--- src/rtl/inst_memory_write_arbiter.sv ---
// rtl/inst_memory_write_arbiter.sv - two-requester write-port arbiter for the instruction memory
module inst_memory_write_arbiter #(
  parameter int DATA_WIDTH = 32,
  parameter int ADDR_WIDTH = 4
) (
  input  logic                  clk,
  input  logic                  reset,
  input  logic                  write_window,
  input  logic                  req_a,
  input  logic [ADDR_WIDTH-1:0] addr_a,
  input  logic [DATA_WIDTH-1:0] data_a,
  input  logic                  req_b,
  input  logic [ADDR_WIDTH-1:0] addr_b,
  input  logic [DATA_WIDTH-1:0] data_b,
  output logic                  ack_a,
  output logic                  ack_b,
  output logic                  mem_we,
  output logic [ADDR_WIDTH-1:0] mem_addr,
  output logic [DATA_WIDTH-1:0] mem_data,
  output logic [4:0]            write_count
);

  // IDLE samples requests, CAPTURE latches the winner's word, WRITE commits,
  // DONE holds the one-cycle write/ack pulse so the requester can retire its
  // request before IDLE samples again.
  localparam logic [1:0] ST_IDLE    = 2'd0;
  localparam logic [1:0] ST_CAPTURE = 2'd1;
  localparam logic [1:0] ST_WRITE   = 2'd2;
  localparam logic [1:0] ST_DONE    = 2'd3;

  logic [1:0] state;
  logic       ptr_b;     // 1: B has priority when both request
  logic       win_b;     // registered winner of the current transaction
  logic       window_d;
  logic       commit;
  logic       window_rise;
  logic       pick_b;

  assign pick_b      = req_b && (!req_a || ptr_b);
  assign commit      = (state == ST_WRITE) && write_window;
  assign window_rise = write_window && !window_d;

  // Arbitration FSM, memory write port and acknowledges.
  always_ff @(posedge clk or negedge reset) begin
    if (!reset) begin
      state    <= ST_IDLE;
      ptr_b    <= 1'b0;
      win_b    <= 1'b0;
      mem_we   <= 1'b0;
      ack_a    <= 1'b0;
      ack_b    <= 1'b0;
      mem_addr <= '0;
      mem_data <= '0;
    end else begin
      mem_we <= 1'b0;
      ack_a  <= 1'b0;
      ack_b  <= 1'b0;
      case (state)
        ST_IDLE: begin
          if (write_window && (req_a || req_b)) begin
            win_b <= pick_b;
            state <= ST_CAPTURE;
          end
        end
        ST_CAPTURE: begin
          if (write_window) begin
            mem_addr <= win_b ? addr_b : addr_a;
            mem_data <= win_b ? data_b : data_a;
            state    <= ST_WRITE;
          end else begin
            state <= ST_IDLE;
          end
        end
        ST_WRITE: begin
          if (write_window) begin
            mem_we <= 1'b1;
            ack_a  <= !win_b;
            ack_b  <= win_b;
            ptr_b  <= !win_b;
            state  <= ST_DONE;
          end else begin
            state <= ST_IDLE;
          end
        end
        default: begin
          state <= ST_IDLE;
        end
      endcase
    end
  end

  // Per-window commit counter: cleared when the window opens, saturates at 31.
  always_ff @(posedge clk or negedge reset) begin
    if (!reset) begin
      window_d    <= 1'b0;
      write_count <= 5'd0;
    end else begin
      window_d <= write_window;
      if (window_rise) begin
        write_count <= commit ? 5'd1 : 5'd0;
      end else if (commit && (write_count != 5'd31)) begin
        write_count <= write_count + 5'd1;
      end
    end
  end

endmodule
--- config.mk ---
export PLATFORM = sky130hd
export DESIGN_NAME = inst_memory_write_arbiter
export DESIGN_NICKNAME = d
export VERILOG_FILES = /design/src/rtl/inst_memory_write_arbiter.sv
export SDC_FILE = /design/constraint.sdc
export NUM_CORES = 1
export LEC_CHECK = 0
export ABC_CLOCK_PERIOD_IN_PS = 3600
export CAP_MARGIN = 20
export CELL_PAD_IN_SITES_DETAIL_PLACEMENT = 1
export CELL_PAD_IN_SITES_GLOBAL_PLACEMENT = 2
export CORE_MARGIN = 2
export CORE_UTILIZATION = 24
export CTS_BUF_LIST = sky130_fd_sc_hd__clkbuf_8
export DETAILED_ROUTE_END_ITERATION = 7
export GPL_ROUTABILITY_DRIVEN = 0
export MAX_ROUTING_LAYER = met4
export PLACE_DENSITY = 0.87
export SLEW_MARGIN = 40
export SYNTH_ARGS = -nofsm -noshare
export SYNTH_HDL_FRONTEND = slang
export SYNTH_SLANG_ARGS = --single-unit
--- constraint.sdc ---
create_clock -name clk -period 3.6 [get_ports clk]
set_clock_uncertainty 0.2 [all_clocks]
set_input_delay 0.72 -clock clk [delete_from_list [all_inputs] [get_ports clk]]
set_output_delay 0.72 -clock clk [all_outputs]
set_load 0.01 [all_outputs]
==> impl_metrics.py <==
metrics = {
    "timing": {
        "hold_violations": 0,
        "rsz0062_at_grt": "false",
        "fin_crit_sh": 0.618,
        "tightest_slew_ps": 686,
        "report.final.slew_viol_count": 0,
        "tns_ps": 0,
        "slew_headroom": 0.543,
        "setup_viol": 0,
        "period_minus_slack_ps": 2220,
        "fin_hold_ws_ps": 256,
        "max_freq_mhz": 450,
        "setup_ws_ps": 1380,
    },
    "global_route": {
        "antenna_found_initial": 0,
        "grt_max_degree": 74,
        "grt_pass1_vias": 2016,
        "grt_overflow": 0,
        "globalRouteTotalUtil": 0.122,
        "grt_pass1_wl_um": 9480,
    },
    "routing": {
        "drc": 0,
        "viasPerCell": 4.38,
        "routedWlPerCell_um": 13.6,
        "drtPass1Iterations": 3,
        "ant_nets": 0,
        "wl_um": 5870,
        "num_vias": 1896,
        "drtIter0Drc": 14,
    },
    "finish": {
        "final_common_cell": "clkdlybuf4s50_1",
        "finalNonFillerCells": 433,
        "final_util": 0.407,
        "drive_gt1_frac": 0.0369,
        "multiInputGateArea_um2": 915,
        "final_cell_mix": "clkdlybuf4s50_1 (119), dfrtp_1 (48), nand2_1 (43), o21ai_0 (41), mux2i_1 (37)",
        "diodes": 0,
        "synthToLayoutAreaGrowth_pct": 63.0,
        "finalNetCount": 403,
        "fillers": 1025,
        "postLayoutCellArea_um2": 3580,
        "regArea_um2": 1230,
    },
    "yosys": {
        "synth_nets": 286,
        "yosys_warnings": 0,
        "yosysSeqAreaShare": 0.557,
        "ys_ff_latch": 49,
        "syn_inst": 207,
        "syn_avg_cell_area_um2": 10.6,
        "syn_area_um2": 2200,
        "yosysUniqueCellTypes": 25,
    },
    "floorplanning": {
        "initial_utilization": 0.250,
        "dieArea_um2": 9950,
        "num_io_pins": 121,
        "die_y_um": 99.7,
        "die_x_um": 99.7,
        "row_count": 34,
        "coreArea_um2": 8810,
    },
    "place": {
        "dpl.hpwl_um": 4430,
        "numPlacedInstances": 425,
        "port_buffers": 120,
        "dp_slack_ps": 1040,
        "placed_area_um2": 3490,
    },
    "clock_network": {
        "cts_resized": 0,
        "cts-root-buf": "clkbuf_8",
        "clk_latency_ps": 290,
        "hold_buffers": 0,
        "cts.clk_slew.worst_paths_ps": 90,
        "cts_buffers": 5,
        "cts.sinks": 49,
        "cts_tree": "built",
        "ctsLongestPathBuffers": 2,
        "htree_levels": 2,
        "cts_setup_buffers": 0,
    },
    "pwr": {
        "power.share.clock": 0.176,
        "finalPower_mw": 1.83,
        "power.density_nw_per_um2": 510,
        "peakVddDrop_v": 0.000151,
        "power_switching_mw": 0.560,
        "internal_power_mw": 1.27,
        "switching_share": 0.306,
        "leakage_nw": 1.63,
        "combPwrFrac": 0.368,
        "p_seq_frac": 0.456,
    },
    "setup_path": {
        "cp-end-kind": "output port",
        "required_ps": 2680,
        "cp.arrival_ps": 1300,
        "worstSetupPathType": "reg2out",
        "crit_family": "buffers and inverters",
        "crit_chain": "clkdlybuf4s50_1",
        "slowest_delay_ps": 570,
        "cp_slowest_cell": "clkdlybuf4s50_1",
        "cp_max_fo": 5,
        "cp-start-kind": "flop",
        "path_buf_inv": 1,
    },
    "hold_path": {
        "hp-class": "in2async",
    },
    "run_status": {
        "outcome": "completed",
    },
    "job": {
        "drv_cap": 0,
    },
}
## cells in the mapped netlist (all sizes together)
cell type | instances | area share
inv | 1 | 0.0017
nand3 | 1 | 0.0023
nand3b | 2 | 0.013
nor3 | 1 | 0.0023
o31ai | 1 | 0.0034
nand2b | 2 | 0.0057
nor2b | 1 | 0.0028
and3 | 1 | 0.0028
and4bb | 1 | 0.0057
nand2 | 43 | 0.073
mux2i | 37 | 0.17
or4 | 1 | 0.0034
dfrtp | 49 | 0.56
a21o | 1 | 0.0034
nor3b | 2 | 0.0068
clkbuf | 8 | 0.014
nor2 | 2 | 0.0034
o21ai | 41 | 0.093
a31oi | 1 | 0.0028
and2 | 1 | 0.0028
a21oi | 4 | 0.0091
ha | 2 | 0.011
buf | 4 | 0.011
## kinds of logic after synthesis
group           Yosys count  synth area share
compound gates           48             0.112
fa+ha+maj                 2            0.0114
simple gates             58             0.124
flops                    49             0.557
mux                      37             0.168
buf+inv                  13            0.0267
## final timing paths
path	depth (start not counted)	endpoint	start	slack, ps
worst max-delay path	1	write_count[0]	write_count[0]	1380
worst min-delay path	1	write_count[2]	reset	260
worst max register to register	5	write_count[3]	write_count[0]	1510
worst min register to register	2	mem_data[24]	mem_data[24]	280
max in group asynchronous	2	mem_data[25]	reset	2210
min in group clk	2	mem_data[24]	mem_data[24]	280
## layer usage
metal / up-vias / global-route usage / routed length [um]
met5: - / - / 0
met4: 0 / 0.0285 / 46
met3: 5 / 0.0436 / 559
met2: 82 / 0.192 / 2640
met1: 862 / 0.151 / 2630
li1: 947 / - / -
## layout make-up
cell class | instances | share of cell area
inverters | 1 | 0.00105
clock buffers | 6 | 0.0230
flip-flops and latches | 49 | 0.343
well taps | 108 | 0.0377
repair buffers | 122 | 0.338
multi-input cells | 145 | 0.255
clock inverters | 2 | 0.00209
## flip-flops by register name, summed over array words and instances (netlist names)
| name | flops |
|---|---|
| ptr_b | 1 |
| ack_a | 1 |
| win_b | 1 |
| mem_data | 32 |
| mem_we | 1 |
| write_count | 5 |
| window_d | 1 |
| mem_addr | 4 |
| state | 2 |
| ack_b | 1 |
## power by group through the flow
stage / clock network, mW / logic [mW] / registers [mW]
detailed placement: 0 / 0.686 / 0.852
CTS: 0.344 / 0.688 / 0.842
floorplan: 0 / 0.257 / 0.845
global placement: 0 / 0.679 / 0.842
finish: 0.323 / 0.673 / 0.834
global route: 0.363 / 0.740 / 0.866
(Power assumes the default switching activity.)
